==> src/rtl/onehot_pulse_decoder_pkg.sv <==
// Shared constants and state encoding for the one-hot pulse decoder.
package onehot_pulse_decoder_pkg;
    localparam int NUM_LINES = 8;
    localparam int IDX_W     = 3;
    localparam int CNT_W     = 8;

    typedef logic [1:0] state_t;

    localparam logic [1:0] ST_IDLE  = 2'd0;
    localparam logic [1:0] ST_PULSE = 2'd1;
    localparam logic [1:0] ST_GAP   = 2'd2;
endpackage

==> src/rtl/onehot_pulse_decoder_dec3to8.sv <==
// Combinational 3-to-8 one-hot decode used for the pulse load value.
module onehot_dec3to8
    import onehot_pulse_decoder_pkg::*;
(
    input  logic [IDX_W-1:0]     idx,
    output logic [NUM_LINES-1:0] y
);
    generate
        for (genvar gi = 0; gi < NUM_LINES; gi++) begin : g_line
            assign y[gi] = (idx == IDX_W'(gi));
        end
    endgenerate
endmodule

==> src/rtl/onehot_pulse_decoder.sv <==
// Regenerates a one-hot strobe of PULSE_LEN cycles from an encoded index,
// followed by a GAP_LEN-cycle quiet interval; one pending entry is buffered.
module onehot_pulse_decoder
    import onehot_pulse_decoder_pkg::*;
#(
    parameter int PULSE_LEN = 4,
    parameter int GAP_LEN   = 1
) (
    input  logic                 clk,
    input  logic                 rst_n,
    input  logic                 in_valid,
    output logic                 in_ready,
    input  logic [IDX_W-1:0]     in_idx,
    input  logic                 in_idle,
    output logic [NUM_LINES-1:0] h,
    output logic                 busy,
    output logic [CNT_W-1:0]     idle_cnt
);
    localparam logic [CNT_W-1:0] PULSE_RELOAD = CNT_W'(PULSE_LEN - 1);
    localparam logic [CNT_W-1:0] GAP_RELOAD   = CNT_W'(GAP_LEN - 1);

    state_t                 state_reg;
    logic [NUM_LINES-1:0]   h_reg;
    logic                   pend_v_reg;
    logic [IDX_W-1:0]       pend_idx_reg;
    logic [CNT_W-1:0]       cnt_reg;
    logic [CNT_W-1:0]       idle_cnt_reg;
    logic [NUM_LINES-1:0]   dec_h;
    logic                   xfer;

    onehot_dec3to8 u_dec (
        .idx (pend_idx_reg),
        .y   (dec_h)
    );

    assign in_ready = ~pend_v_reg;
    assign xfer     = in_valid & ~pend_v_reg;
    assign h        = h_reg;
    assign busy     = (state_reg != ST_IDLE) | pend_v_reg;
    assign idle_cnt = idle_cnt_reg;

    always_ff @(posedge clk or negedge rst_n) begin
        if (!rst_n) begin
            state_reg    <= ST_IDLE;
            h_reg        <= '0;
            pend_v_reg   <= 1'b0;
            pend_idx_reg <= '0;
            cnt_reg      <= '0;
            idle_cnt_reg <= '0;
        end else begin
            // An accept only happens with the pending slot empty, so it never
            // races the load below, which requires the slot to be full.
            if (xfer) begin
                if (in_idle) begin
                    if (idle_cnt_reg != {CNT_W{1'b1}})
                        idle_cnt_reg <= idle_cnt_reg + 1'b1;
                end else begin
                    pend_v_reg   <= 1'b1;
                    pend_idx_reg <= in_idx;
                end
            end

            case (state_reg)
                ST_IDLE: begin
                    h_reg <= '0;
                    if (pend_v_reg) begin
                        state_reg  <= ST_PULSE;
                        h_reg      <= dec_h;
                        pend_v_reg <= 1'b0;
                        cnt_reg    <= PULSE_RELOAD;
                    end
                end
                ST_PULSE: begin
                    if (cnt_reg != '0) begin
                        cnt_reg <= cnt_reg - 1'b1;
                    end else begin
                        state_reg <= ST_GAP;
                        h_reg     <= '0;
                        cnt_reg   <= GAP_RELOAD;
                    end
                end
                ST_GAP: begin
                    if (cnt_reg != '0) begin
                        cnt_reg <= cnt_reg - 1'b1;
                    end else if (pend_v_reg) begin
                        state_reg  <= ST_PULSE;
                        h_reg      <= dec_h;
                        pend_v_reg <= 1'b0;
                        cnt_reg    <= PULSE_RELOAD;
                    end else begin
                        state_reg <= ST_IDLE;
                    end
                end
                default: begin
                    state_reg <= ST_IDLE;
                    h_reg     <= '0;
                end
            endcase
        end
    end
endmodule

==> config.mk <==
export PLATFORM = sky130hd
export DESIGN_NAME = onehot_pulse_decoder
export DESIGN_NICKNAME = d
export VERILOG_FILES = /design/src/rtl/onehot_pulse_decoder_pkg.sv /design/src/rtl/onehot_pulse_decoder_dec3to8.sv /design/src/rtl/onehot_pulse_decoder.sv
export SDC_FILE = /design/constraint.sdc
export NUM_CORES = 1
export LEC_CHECK = 0
export ABC_AREA = 0
export BUFFER_PORTS_ARGS = -buffer_cell sky130_fd_sc_hd__buf_2
export CAP_MARGIN = 20
export CELL_PAD_IN_SITES_DETAIL_PLACEMENT = 1
export CELL_PAD_IN_SITES_GLOBAL_PLACEMENT = 1
export CORE_MARGIN = 4
export CORE_UTILIZATION = 32
export DETAILED_ROUTE_END_ITERATION = 10
export PLACE_DENSITY_LB_ADDON = 0.1
export SLEW_MARGIN = 10
export SYNTH_ARGS = -nofsm -noshare
export SYNTH_HDL_FRONTEND = slang
export SYNTH_SLANG_ARGS = --single-unit
==> constraint.sdc <==
create_clock -name clk -period 2.9 [get_ports clk]
set_clock_uncertainty 0.15 [all_clocks]
set_input_delay 0.435 -clock clk [delete_from_list [all_inputs] [get_ports clk]]
set_output_delay 0.435 -clock clk [all_outputs]
set_load 0.005 [all_outputs]
==> results.txt <==
Run status: finished, final reports clean
Final Hold Fails: 0
Critical path required time: 2.94 ns
Worst-path maximum fanout: 5
Crit-path slowest cell: a211oi_1
Worst r2r src: state_reg[0]$_DFFE_PN0P_
Starting Density: 0.335
CP bufs+invs: 1
DR vias: 1,286
M2 GR Usage: 0.240
CTS tree: done
Sequential share of the synthesized area: 0.465
CP top delay family: compound AO/OA/AOI/OAI gates
Max Cap Viol: 0
# clock sinks: 30
Hold_buf cts: 0
RSZ-0062 raised after global routing: no
Final period utilization: 0.796
Type of origin of the critical path: flip-flop
Gpl congestion: 0.788
Area contributors post-synth: dfrtp_1 (47%), ha_1 (5.4%), nand2_1 (4.0%)
Share of layout cells above drive strength 1: 0.259
First-pass GRT wire length: 6.83 mm
Routed length per instance: 15.6 um
Mapped cell area: 0.00161 mm^2
CTS resizes: 0
Nets: 198
Ys Warns: 0
Synthesized flop and latch total: 30
Setup violators final: 0
Arr. time, crit path: 2.35 ns
Pre-antenna DRT Iters: 4
Hold slack final: 0.0475 ns
Cts bufs inserted: 5
Worst vdd ir: 0.386 mV
LEAKAGE: 0.000874 uW
Worst reg2reg setup slack: 0.59 ns
Root Driver: clkbuf_8
Async SR Flop Fraction: 1.00
Non-Filler Instances: 252
Area fraction of the dominant cell type after synthesis: 0.465
Max Fclk: 433 MHz
Initial antenna violation count: 0
Cells after synthesis: 155
Critical Path Sink Type: flip-flop
1st-iter DRT viols: 31
Grt peak-use layer: met2
HP Class: input pin to async pin
Worst Setup Path Type: flip-flop to flip-flop
Area grow syn2layout: 17.9%
Rel. slew slack: 0.527
M3 GR Usage: 0.0363
Detail Route Antenna Nets: 0
Dpl cells: 244
Cell Pwr Density: 1190 mW/mm^2
Clock insertion delay at the later pin of the skew report: 0.27 ns
Post-placement worst setup slack: 0.627 ns
Syn_nets: 169
Chip Width: 79.0 um
Post-synth top flop: dfrtp_1
Final HPWL DP: 2.90 mm
Crit-path max cell delay: 0.61 ns
Floorplan row count: 25
Core Region: 0.00482 mm^2
Die Y-Extent: 79.0 um
Tmin final: 2.31 ns
Critical path cell sequence: inv_1 -> ha_1 -> o21ai_0 -> a211oi_1 -> a21oi_1 -> mux2i_1
Avg Vias per Cell: 5.10
Total gr overflow: 0
Largest net degree at the start of global routing: 31
Mean area per synthesized cell: 10.4 um^2
Synth area leader: dfrtp_1
Unique masters post-synth: 43
Post-synth EDFFs: 0
Met1 Usage GRT: 0.171
Setup bufs post-CTS: 0
Fin util: 0.395
Worst-Margin Slew: 0.707 ns
Clock transition at path regs: 0.06 ns
Setup ws final: 0.591 ns
Vias in the first global route: 1,386
PortBufs: 24
I/O Pins: 25
Setup TNS: 0 ns
Max Slew Vio Count: 0
Final Routed Wirelength: 3.92 mm
H-tree depth: 2
Clock Tree Buf Depth: 2
GRT Util Overall: 0.139
# diodes: 0
Crit. Startpoint: state_reg[0]$_DFFE_PN0P_
Remaining DRCs: 0
Die area: 0.00624 mm^2
-- path summary, 6_finish.rpt --
path | to | cells past startpoint
worst max-delay path | cnt_reg[7]$_DFFE_PN0P_ | 6
worst min-delay path | h[3]$_DFFE_PN0P_ | 1
worst max register to register | cnt_reg[7]$_DFFE_PN0P_ | 6
worst min register to register | h[4]$_DFFE_PN0P_ | 2
max in group asynchronous | idle_cnt[4]$_DFFE_PN0P_ | 1
min in group clk | pend_idx_reg[1]$_DFFE_PN0P_ | 2
-- layout by cell type, fill, tap and decap left out, types with 2 or more instances in the layout --
cell and instances:
xor2_1 2, nand4_1 2, nand2_1 17, o31ai_1 6
or2_2 2, buf_2 24, ha_1 7, a21o_1 2
nand3b_1 3, nand3_1 7, and4_1 2, o41ai_1 3
nor2_1 7, clkbuf_8 6, mux2i_1 2, inv_1 9
o21ai_0 7, nor3_1 2, xnor2_1 5, a21oi_1 6
and3_1 3, dfrtp_1 30, a211oi_1 3, mux2_2 4
nand2b_1 3
-- through the flow --
step                power (uW)  cell area (um^2)
finish                    2260              1900
CTS                       2280              1900
floorplan                 1560              1610
detailed placement        1920              1810
global route              2480              1900
global placement          1880              1810
-- where the power goes --
group,total (uW),switching (uW),internal (uW)
clock network,346,155,191
logic,1150,677,469
registers,762,190,572
total,2260,1020,1230
-- final cells by class --
class,count,area [um^2]
sequential,30,751
timing repair buffer,25,128
inverter,9,33.8
tap,67,83.8
fill,574,2910
clock inverter,1,5.00
multi-input combinational,113,816
clock buffer,7,86.3
-- per-layer routing --
layer,vias up,part of all wire,wire length [um]
li1,623,-,-
met1,638,0.46,1800
met2,20,0.49,1930
met3,5,0.036,143
met4,0,0.011,42
met5,-,0,0
-- cells by family (layout without fill, tap and decap cells) --
kind of cell	after synthesis	after routing	synth area share
multiplexers	6	6	0.0403
AND/OR/NAND/NOR	56	56	0.189
buffers and inverters	12	42	0.0295
XOR/XNOR	7	7	0.0380
adder cells (fa/ha/maj)	7	7	0.0543
flip-flops	30	30	0.465
AO/OA/AOI/OAI	37	37	0.184
-- worst reg2reg max path, delay by kind of cell, from the launching register on --
| kind | cells | cell delay [ns] |
|---|---|---|
| flip-flops | 1 | 0.39 |
| AO/OA/AOI/OAI | 3 | 1.02 |
| multiplexers | 1 | 0.21 |
| buffers and inverters | 1 | 0.08 |
| adder cells (fa/ha/maj) | 1 | 0.37 |
-- cell usage after synthesis (all sizes together) (2+ instances only) --
master  count
dfrtp      30
nand2      17
inv         9
o21ai       8
a21oi       7
ha          7
nand3       7
nor2        7
o31ai       7
xnor2       5
mux2        4
a211oi      3
and3        3
nand2b      3
nand3b      3
o41ai       3
a21o        2
a31oi       2
and4        2
buf         2
mux2i       2
nand4       2
nor3        2
nor3b       2
or2         2
xor2        2
(Power assumes the default switching activity.)
